**src/rtl/rgb_to_raw_pkg.sv**
```systemverilog
// Shared transfer-mode/depth encodings and the component depth-widening helper
// for the RGB-to-RAW converter.
package rgb_to_raw_pkg;

  typedef enum logic [1:0] {
    MODE_ORIGINAL     = 2'd0,
    MODE_YUV422       = 2'd1,
    MODE_RGGB         = 2'd2,
    MODE_ORIGINAL_ALT = 2'd3
  } xferMode_e;

  typedef enum logic [1:0] {
    BITS_8      = 2'd0,
    BITS_10     = 2'd1,
    BITS_12     = 2'd2,
    BITS_12_ALT = 2'd3
  } rawDepth_e;

  localparam int DEPTH_BASE = 8;

  function automatic int depthBits(input rawDepth_e code, input int maxBits);
    int n;
    case (code)
      BITS_8:  n = 8;
      BITS_10: n = 10;
      default: n = 12;
    endcase
    if (n > maxBits) n = maxBits;
    return n;
  endfunction

  // Left-justify an 8-bit component inside an N-bit sample (N clamped to the slot width).
  function automatic logic [15:0] depthShift(input logic [7:0] value, input rawDepth_e code,
                                             input int maxBits);
    int n;
    n = depthBits(code, maxBits);
    return {8'd0, value} << (n - DEPTH_BASE);
  endfunction

endpackage

```
**src/rtl/rgb_to_raw_pix.sv**
```systemverilog
// Per-pixel component selection and depth widening; purely combinational,
// registered by the top.
module rgb_to_raw_pix
  import rgb_to_raw_pkg::*;
#(
  parameter int C_OUT_MAX_CPNTS_PER_PIXEL = 3,
  parameter int C_OUT_MAX_BITS_PER_CPNT   = 8
) (
  input  logic [7:0]  r_i,
  input  logic [7:0]  g_i,
  input  logic [7:0]  b_i,
  input  logic        pixOdd_i,
  input  logic        lineOdd_i,
  input  xferMode_e   mode_i,
  input  rawDepth_e   depth_i,
  output logic [C_OUT_MAX_CPNTS_PER_PIXEL*C_OUT_MAX_BITS_PER_CPNT-1:0] slot_o
);

  localparam int BITS = C_OUT_MAX_BITS_PER_CPNT;

  function automatic logic [7:0] pickCpnt(input int idx, input logic [7:0] r, input logic [7:0] g,
                                          input logic [7:0] b, input logic pixOdd,
                                          input logic lineOdd, input xferMode_e mode);
    logic [7:0] s;
    s = 8'd0;
    case (mode)
      MODE_YUV422: begin
        if (idx == 0) s = r;
        else if (idx == 1) s = pixOdd ? b : g;
      end
      // Bayer RGGB: even lines alternate R/G, odd lines alternate G/B
      MODE_RGGB: begin
        if (idx == 0) s = lineOdd ? (pixOdd ? b : g) : (pixOdd ? g : r);
      end
      default: begin
        if (idx == 0) s = r;
        else if (idx == 1) s = g;
        else if (idx == 2) s = b;
      end
    endcase
    return s;
  endfunction

  for (genvar c = 0; c < C_OUT_MAX_CPNTS_PER_PIXEL; c++) begin : g_cpnt
    assign slot_o[c*BITS +: BITS] =
      BITS'(depthShift(pickCpnt(c, r_i, g_i, b_i, pixOdd_i, lineOdd_i, mode_i), depth_i, BITS));
  end

endmodule

```
**src/rtl/rgb_to_raw_cvt.sv**
```systemverilog
// Multi-pixel RGB/YUV to packed component bus converter: frame config capture,
// line/beat parity tracking and a fixed two-stage data/sync pipeline.
module rgb_to_raw_cvt
  import rgb_to_raw_pkg::*;
#(
  parameter int C_IN_BPP                  = 8,
  parameter int C_IN_PORT_NUM             = 4,
  parameter int C_OUT_MAX_CPNTS_PER_PIXEL = 3,
  parameter int C_OUT_MAX_BITS_PER_CPNT   = 8
) (
  input  logic                                  VID_CLK,
  input  logic                                  VID_RSTN,
  input  logic                                  S_VS,
  input  logic                                  S_HS,
  input  logic                                  S_DE,
  input  logic [C_IN_BPP*C_IN_PORT_NUM-1:0]     S_R_Y,
  input  logic [C_IN_BPP*C_IN_PORT_NUM-1:0]     S_G_U,
  input  logic [C_IN_BPP*C_IN_PORT_NUM-1:0]     S_B_V,
  input  logic [1:0]                            TRANSFER_MODE,
  input  logic [1:0]                            RAW_BIT_NUM,
  output logic                                  M_VS,
  output logic                                  M_HS,
  output logic                                  M_DE,
  output logic [C_IN_PORT_NUM*C_OUT_MAX_CPNTS_PER_PIXEL*C_OUT_MAX_BITS_PER_CPNT-1:0] M_VID_DATA
);

  localparam int IN_W     = C_IN_BPP * C_IN_PORT_NUM;
  localparam int SLOT_W   = C_OUT_MAX_CPNTS_PER_PIXEL * C_OUT_MAX_BITS_PER_CPNT;
  localparam int OUT_W    = C_IN_PORT_NUM * SLOT_W;
  localparam logic PORT_ODD = (C_IN_PORT_NUM % 2) == 1;

  logic            vs1_q, hs1_q, de1_q;
  logic [IN_W-1:0] r1_q, g1_q, b1_q;
  logic            lineOdd1_q, beatOdd1_q;
  logic            lineParity_q, lineParity_d;
  logic            beatParity_q, beatParity_d;
  logic            frameStarted_q;
  xferMode_e       mode_q;
  rawDepth_e       depth_q;
  logic            vs2_q, hs2_q, de2_q;
  logic [OUT_W-1:0] data2_q;
  logic [OUT_W-1:0] pixData;

  logic vsRise, deRise, deFall;
  logic lineCur, beatCur;

  // Stage-1 registers double as the previous-cycle samples for edge detection.
  always_comb begin
    vsRise       = S_VS & ~vs1_q;
    deRise       = S_DE & ~de1_q;
    deFall       = ~S_DE & de1_q;
    lineCur      = vsRise ? 1'b0 : lineParity_q;
    lineParity_d = vsRise ? 1'b0 : (deFall ? ~lineParity_q : lineParity_q);
    beatCur      = deRise ? 1'b0 : beatParity_q;
    beatParity_d = S_DE ? ~beatCur : beatParity_q;
  end

  always_ff @(posedge VID_CLK or negedge VID_RSTN) begin
    if (!VID_RSTN) begin
      frameStarted_q <= 1'b0;
      mode_q         <= MODE_ORIGINAL;
      depth_q        <= BITS_8;
    end else begin
      if (vsRise) frameStarted_q <= 1'b1;
      if (vsRise || !frameStarted_q) begin
        mode_q  <= xferMode_e'(TRANSFER_MODE);
        depth_q <= rawDepth_e'(RAW_BIT_NUM);
      end
    end
  end

  always_ff @(posedge VID_CLK or negedge VID_RSTN) begin
    if (!VID_RSTN) begin
      vs1_q        <= 1'b0;
      hs1_q        <= 1'b0;
      de1_q        <= 1'b0;
      r1_q         <= '0;
      g1_q         <= '0;
      b1_q         <= '0;
      lineOdd1_q   <= 1'b0;
      beatOdd1_q   <= 1'b0;
      lineParity_q <= 1'b0;
      beatParity_q <= 1'b0;
    end else begin
      vs1_q        <= S_VS;
      hs1_q        <= S_HS;
      de1_q        <= S_DE;
      r1_q         <= S_R_Y;
      g1_q         <= S_G_U;
      b1_q         <= S_B_V;
      lineOdd1_q   <= lineCur;
      beatOdd1_q   <= beatCur;
      lineParity_q <= lineParity_d;
      beatParity_q <= beatParity_d;
    end
  end

  for (genvar p = 0; p < C_IN_PORT_NUM; p++) begin : g_pix
    localparam logic P_ODD = (p % 2) == 1;
    rgb_to_raw_pix #(
      .C_OUT_MAX_CPNTS_PER_PIXEL (C_OUT_MAX_CPNTS_PER_PIXEL),
      .C_OUT_MAX_BITS_PER_CPNT   (C_OUT_MAX_BITS_PER_CPNT)
    ) u_pix (
      .r_i       (r1_q[p*C_IN_BPP +: C_IN_BPP]),
      .g_i       (g1_q[p*C_IN_BPP +: C_IN_BPP]),
      .b_i       (b1_q[p*C_IN_BPP +: C_IN_BPP]),
      .pixOdd_i  ((beatOdd1_q & PORT_ODD) ^ P_ODD),
      .lineOdd_i (lineOdd1_q),
      .mode_i    (mode_q),
      .depth_i   (depth_q),
      .slot_o    (pixData[p*SLOT_W +: SLOT_W])
    );
  end

  always_ff @(posedge VID_CLK or negedge VID_RSTN) begin
    if (!VID_RSTN) begin
      vs2_q   <= 1'b0;
      hs2_q   <= 1'b0;
      de2_q   <= 1'b0;
      data2_q <= '0;
    end else begin
      vs2_q   <= vs1_q;
      hs2_q   <= hs1_q;
      de2_q   <= de1_q;
      data2_q <= de1_q ? pixData : '0;
    end
  end

  assign M_VS       = vs2_q;
  assign M_HS       = hs2_q;
  assign M_DE       = de2_q;
  assign M_VID_DATA = data2_q;

endmodule

```
**config.mk**
```make
export PLATFORM = sky130hd
export DESIGN_NAME = rgb_to_raw_cvt
export DESIGN_NICKNAME = d
export VERILOG_FILES = /design/src/rtl/rgb_to_raw_pkg.sv /design/src/rtl/rgb_to_raw_pix.sv /design/src/rtl/rgb_to_raw_cvt.sv
export SDC_FILE = /design/constraint.sdc
export NUM_CORES = 1
export LEC_CHECK = 0
export ABC_AREA = 1
export BUFFER_PORTS_ARGS = -buffer_cell sky130_fd_sc_hd__clkbuf_2
export CAP_MARGIN = 0
export CORE_AREA = 2 2 118 120
export DETAILED_ROUTE_END_ITERATION = 8
export DIE_AREA = 0 0 120 122
export PLACE_DENSITY = 0.77
export SETUP_SLACK_MARGIN = 0.15
export SYNTH_ARGS = -nofsm -noshare
export SYNTH_HDL_FRONTEND = slang
export SYNTH_SLANG_ARGS = --single-unit
```
**constraint.sdc**
```tcl
create_clock -name VID_CLK -period 2.6 [get_ports VID_CLK]
set_input_delay 0.52 -clock VID_CLK [delete_from_list [all_inputs] [get_ports VID_CLK]]
set_output_delay 0.52 -clock VID_CLK [all_outputs]
set_load 0.02 [all_outputs]
```
# Word level (Yosys, flattened, before mapping)
# Cells that the tools add are included.
[classes] add_sub_neg=1 mul=0 div=0 order_cmp=1 n_eq_ne=3 shifts=12 muxes=22 n_bitwise=5 reduce_logical=5
[op_table] op="$shl A8 B32 Y8" count=12
[op_table] op="$mux W8" count=14
[op_table] op="$mux W96" count=1
[op_table] op="$mux W32" count=1
[op_table] op="$pmux W8 S2" count=2
[op_table] op="$sub A32 B5 Y32 const B" count=1
[op_table] op="$pmux W3 S2" count=1
[op_table] op="$eq A2 B1 Y1 const B" count=2
[op_table] op="$gt A4 B4 Y1 const B" count=1
[op_table] op="$mux W1" count=3
[op_table] op="$not A1 Y1" count=3
[op_table] op="$and A1 B1 Y1" count=2
[op_table] op="$eq A2 B2 Y1 const B" count=1
[op_table] op="$logic_not A2 Y1" count=1
[op_table] op="$reduce_bool A2 Y1" count=1
[op_table] op="$reduce_or A2 Y1" count=1
[op_table] op="$logic_not A1 Y1" count=1
[op_table] op="$logic_or A1 B1 Y1" count=1
[totals] ff_bits=205 latchBits=0 mem_bits_rw=0 romBits=0 inputBits=105 word_cells=64 n_memories=0

# Logic depth before layout (Yosys ltp)
[logic_depth] word_depth=7 mapped_depth=7

# Cells and area by module
# A second synthesis with hierarchy kept.
[hier_totals] hier_cells=976 hier_area_um2=8659.6
[by_module_without_submodules] mod="rgb_to_raw_cvt" instances=1 cells_each=432 area_per_inst_um2=6032.0 seq_area_each_um2=5129.9
[by_module_without_submodules] mod="rgb_to_raw_pix" instances=4 cells_each=136 area_per_inst_um2=656.9 seq_area_each_um2=0.0

# Worst setup path before layout
# Ideal clock, no wire load.
[synth_path] path_type="register to register" from="register mode_q[0]" to="register data2_q[38], in the netlist M_VID_DATA[38]" setup_time_ps=131 arrival_time_ps=1166 setup_slack_ps=1304 path_stages_with_launch=8 path_buffers=1 path_cell_list="dfrtp_1 -> inv_1 -> ha_1 -> nand2_1 -> inv_2 -> buf_4 -> nand2_1 -> o21ai_0"
[synth_between] elab_chain_len=4
[synth_lines] item="start: declaration" line_no="rgb_to_raw_cvt.sv:38" text="xferMode_e mode_q;"
[synth_lines] item="start signal: assignment" line_no="rgb_to_raw_cvt.sv:66" text="mode_q <= xferMode_e'(TRANSFER_MODE);"
[synth_lines] item="$eq A2 B2 Y1 / $eq A2 B1 Y1 (equally long branches)" line_no="rgb_to_raw_pix.sv:26" text="case (mode)"
[synth_lines] item="$pmux W8 S2 *" line_no="rgb_to_raw_pix.sv:26"
[synth_lines] item="$shl A8 B32 Y8 *" line_no="rgb_to_raw_pkg.sv:37" text="return {8'd0, value} << (n - DEPTH_BASE);"
[synth_lines] item="$mux W96 *" line_no="rgb_to_raw_cvt.sv:125" text="data2_q <= de1_q ? pixData : '0;"
[synth_lines] item="end signal: assignment" line_no="rgb_to_raw_cvt.sv:125"
[synth_lines] item="end: declaration" line_no="rgb_to_raw_cvt.sv:41" text="logic [OUT_W-1:0] data2_q;"
# Mark *: on every way between the ends. The rest lies on a longest branch, timed or not.
# A chain may end at the register's enable or synchronous reset.

# Final worst setup path
[layout_path] from="register mode_q[0]" to="register data2_q[84], in the netlist M_VID_DATA[84]"
# Same word-level chain as after synthesis.

==> impl_metrics.toml <==
[power]
p_leak_nw = 4.86
internal-power_mw = 5.42
pwr-share-comb = 0.119
p_sw_frac = 0.252
power_switching_mw = 1.82
clockPowerShare = 0.400
vdd_drop_max_uv = 599
p_seq_frac = 0.481
cellPowerDensity_nw_per_um2 = 854

[grt]
grt_remaining_overflow = 0
grt_max_degree = 79
grt_pass1_wl_um = 22400
grt_usage = 0.200
antenna_found_initial = 0
grt_pass1_vias = 4492

[clock_tree]
cts-root-buf = "clkbuf_16"
cts_setup_buffers = 0
clk_pin_slew_ns = 0.06
cts.htree.levels = 1
cts_resized = 0
clock-sinks = 203
cts_buffer_depth = 3
cts_tree = "done"
numCtsBuffers = 21
insertion_delay_ns = 0.49
ctsHoldBuffers = 0

[synth]
synth.distinct_cells = 17
synth_top_cells_by_area = "dfrtp_1 77%, nand2_1 8.0%, inv_1 5.0%"
syn-cell-area_um2 = 6570
synthCells = 572
ys_seq_area_frac = 0.773
synth_warnings = 0
avgSynthCellArea_um2 = 11.5
synth-seq-cells = 203
yosysTopAreaCellShare = 0.773
synthesis.nets = 679
synth_top_cell_by_area = "dfrtp_1"

[timing]
worst_hold_slack_ns = 0.0567
tightest_slew_ns = 0.659
period_minus_slack_ns = 1.78
finClkSkew_ns = 0.0130
drv_slew = 0
rsz0062_at_grt = "false"
relSlewSlack = 0.561
finalHoldViolations = 0
period_share = 0.684
setup_violations = 0
finalSetupTns_ns = 0
fmaxAchievable_mhz = 562

[detailed_routing]
ant_nets = 0
vias = 4375
drt_iter0_drc = 284
drc_errors = 0
post_drt_wl_per_cell_um = 14.5
via_per_inst = 4.46
dr.pass1.iters = 5
routed_wl_um = 14200

[die]
io_pins = 204
die_h_um = 122
fp.dieW_um = 120
initial_core_util = 0.487
die_area_um2 = 14600
row_count = 43
core_um2 = 13500

[worst_setup_path]
end_kind = "flip-flop"
criticalPathCategory = "reg -> reg"
rr_worst_depth = 7
start_kind = "flip-flop"
critPathArrivalTime_ns = 2.12
path_max_fanout = 33
required_ns = 2.94

[finish]
drive_gt1_frac = 0.306
fillCellCount = 1058
layout_commonest_cell = "dfrtp_1"
syn_to_final_growth_pct = 29.1
fin_nets = 893
final_util = 0.628
diodes = 0
final_cell_mix = "203 x dfrtp_1, 200 x clkbuf_2, 140 x nand2_1, 87 x inv_1, 81 x nor2_1"
instances_no_fill = 981

[place]
portBuffers = 201
dp_hpwl_um = 9730
place_congestion = 0.840
place_inst = 943

[min_path]
hold_class = "in -> async"

[job]
drv_cap = 0

[status]
status = "completed"
## per-stage QoR
| step | worst slack, ns | instance area, um2 | total power, mW |
|---|---|---|---|
| after detailed placement | 0.819 | 7800 | 4.42 |
| after global placement | 0.877 | 7800 | 4.39 |
| after floorplan | 1.30 | 6570 | 4.00 |
| after CTS | 0.802 | 8480 | 7.32 |
| final | 0.821 | 8480 | 7.25 |
| after global routing | 0.635 | 8480 | 7.57 |
## cell usage after synthesis
cell type,instances
nand2_1,140
nor2_1,81
ha_1,2
buf_2,9
o21ai_1,1
a21oi_1,1
a21boi_0,1
buf_6,1
inv_1,87
clkbuf_1,4
dfrtp_1,203
buf_4,3
clkbuf_2,1
inv_2,3
o21ai_0,15
nand3_1,19
nor2_4,1
## power by group through the flow
stage          clock network, mW  registers [mW]  logic, mW
3_5_place_dp                   0            3.54      0.875
5_1_grt                     3.11            3.50      0.958
2_1_floorplan                  0            3.73      0.272
3_3_place_gp                   0            3.53      0.859
6_report                    2.90            3.48      0.864
4_1_cts                     2.95            3.48      0.881
## worst max-delay path, stage by stage (launching register included)
cell,delay (ns)
dfrtp_1,0.38
inv_1,0.05
ha_1,0.30
nand2_1,0.06
buf_4,0.37
inv_2,0.25
nand2_1,0.11
o21ai_0,0.09
## area by class of cell
class | instances | area (um2) | area share
clock inverters | 5 | 53.8 | 0.00634
inverters | 90 | 338 | 0.0398
clock buffers | 33 | 631 | 0.0744
well taps | 180 | 225 | 0.0266
flip-flops and latches | 203 | 5080 | 0.599
repair buffers | 209 | 1100 | 0.130
multi-input cells | 261 | 1050 | 0.124
## per-layer routing
| metal | wire, um | GRT usage | part of all wire | vias to the layer above |
|---|---|---|---|---|
| li1 | - | - | - | 2097 |
| met1 | 5480 | 0.245 | 0.39 | 2071 |
| met2 | 7210 | 0.339 | 0.51 | 162 |
| met3 | 932 | 0.0487 | 0.066 | 45 |
| met4 | 602 | 0.0897 | 0.042 | 0 |
| met5 | 0 | 0 | 0 | - |
## logic make-up after synthesis
group           after synthesis  synth area share
simple gates                241             0.142
flops                       203             0.773
buf+inv                     108            0.0665
compound gates               18            0.0141
fa+ha+maj                     2           0.00381
## path summary, 6_finish.rpt
check / from / endpoint / slack (ns)
setup reg to reg: mode_q[0]$_DFFE_PN0P_ / M_VID_DATA[84]$_DFF_PN0_ / 0.82
hold / removal: VID_RSTN / M_VID_DATA[70]$_DFF_PN0_ / 0.06
hold reg to reg: hs1_q$_DFF_PN0_ / M_HS$_DFF_PN0_ / 0.35
max in group asynchronous: VID_RSTN / M_VID_DATA[14]$_DFF_PN0_ / 1.85
min in group VID_CLK: S_B_V[6] / b1_q[6]$_DFF_PN0_ / 0.13
setup / recovery: mode_q[0]$_DFFE_PN0P_ / M_VID_DATA[84]$_DFF_PN0_ / 0.82
## state kept, by name (all words and copies together) (netlist names)
signal	count
b1_q	32
lineParity_q	1
vs1_q	1
g1_q	32
r1_q	32
lineOdd1_q	1
hs1_q	1
M_VID_DATA	96
frameStarted_q	1
de1_q	1
M_HS	1
M_DE	1
mode_q	2
M_VS	1
No activity file was read; power rests on OpenSTA's default activity.
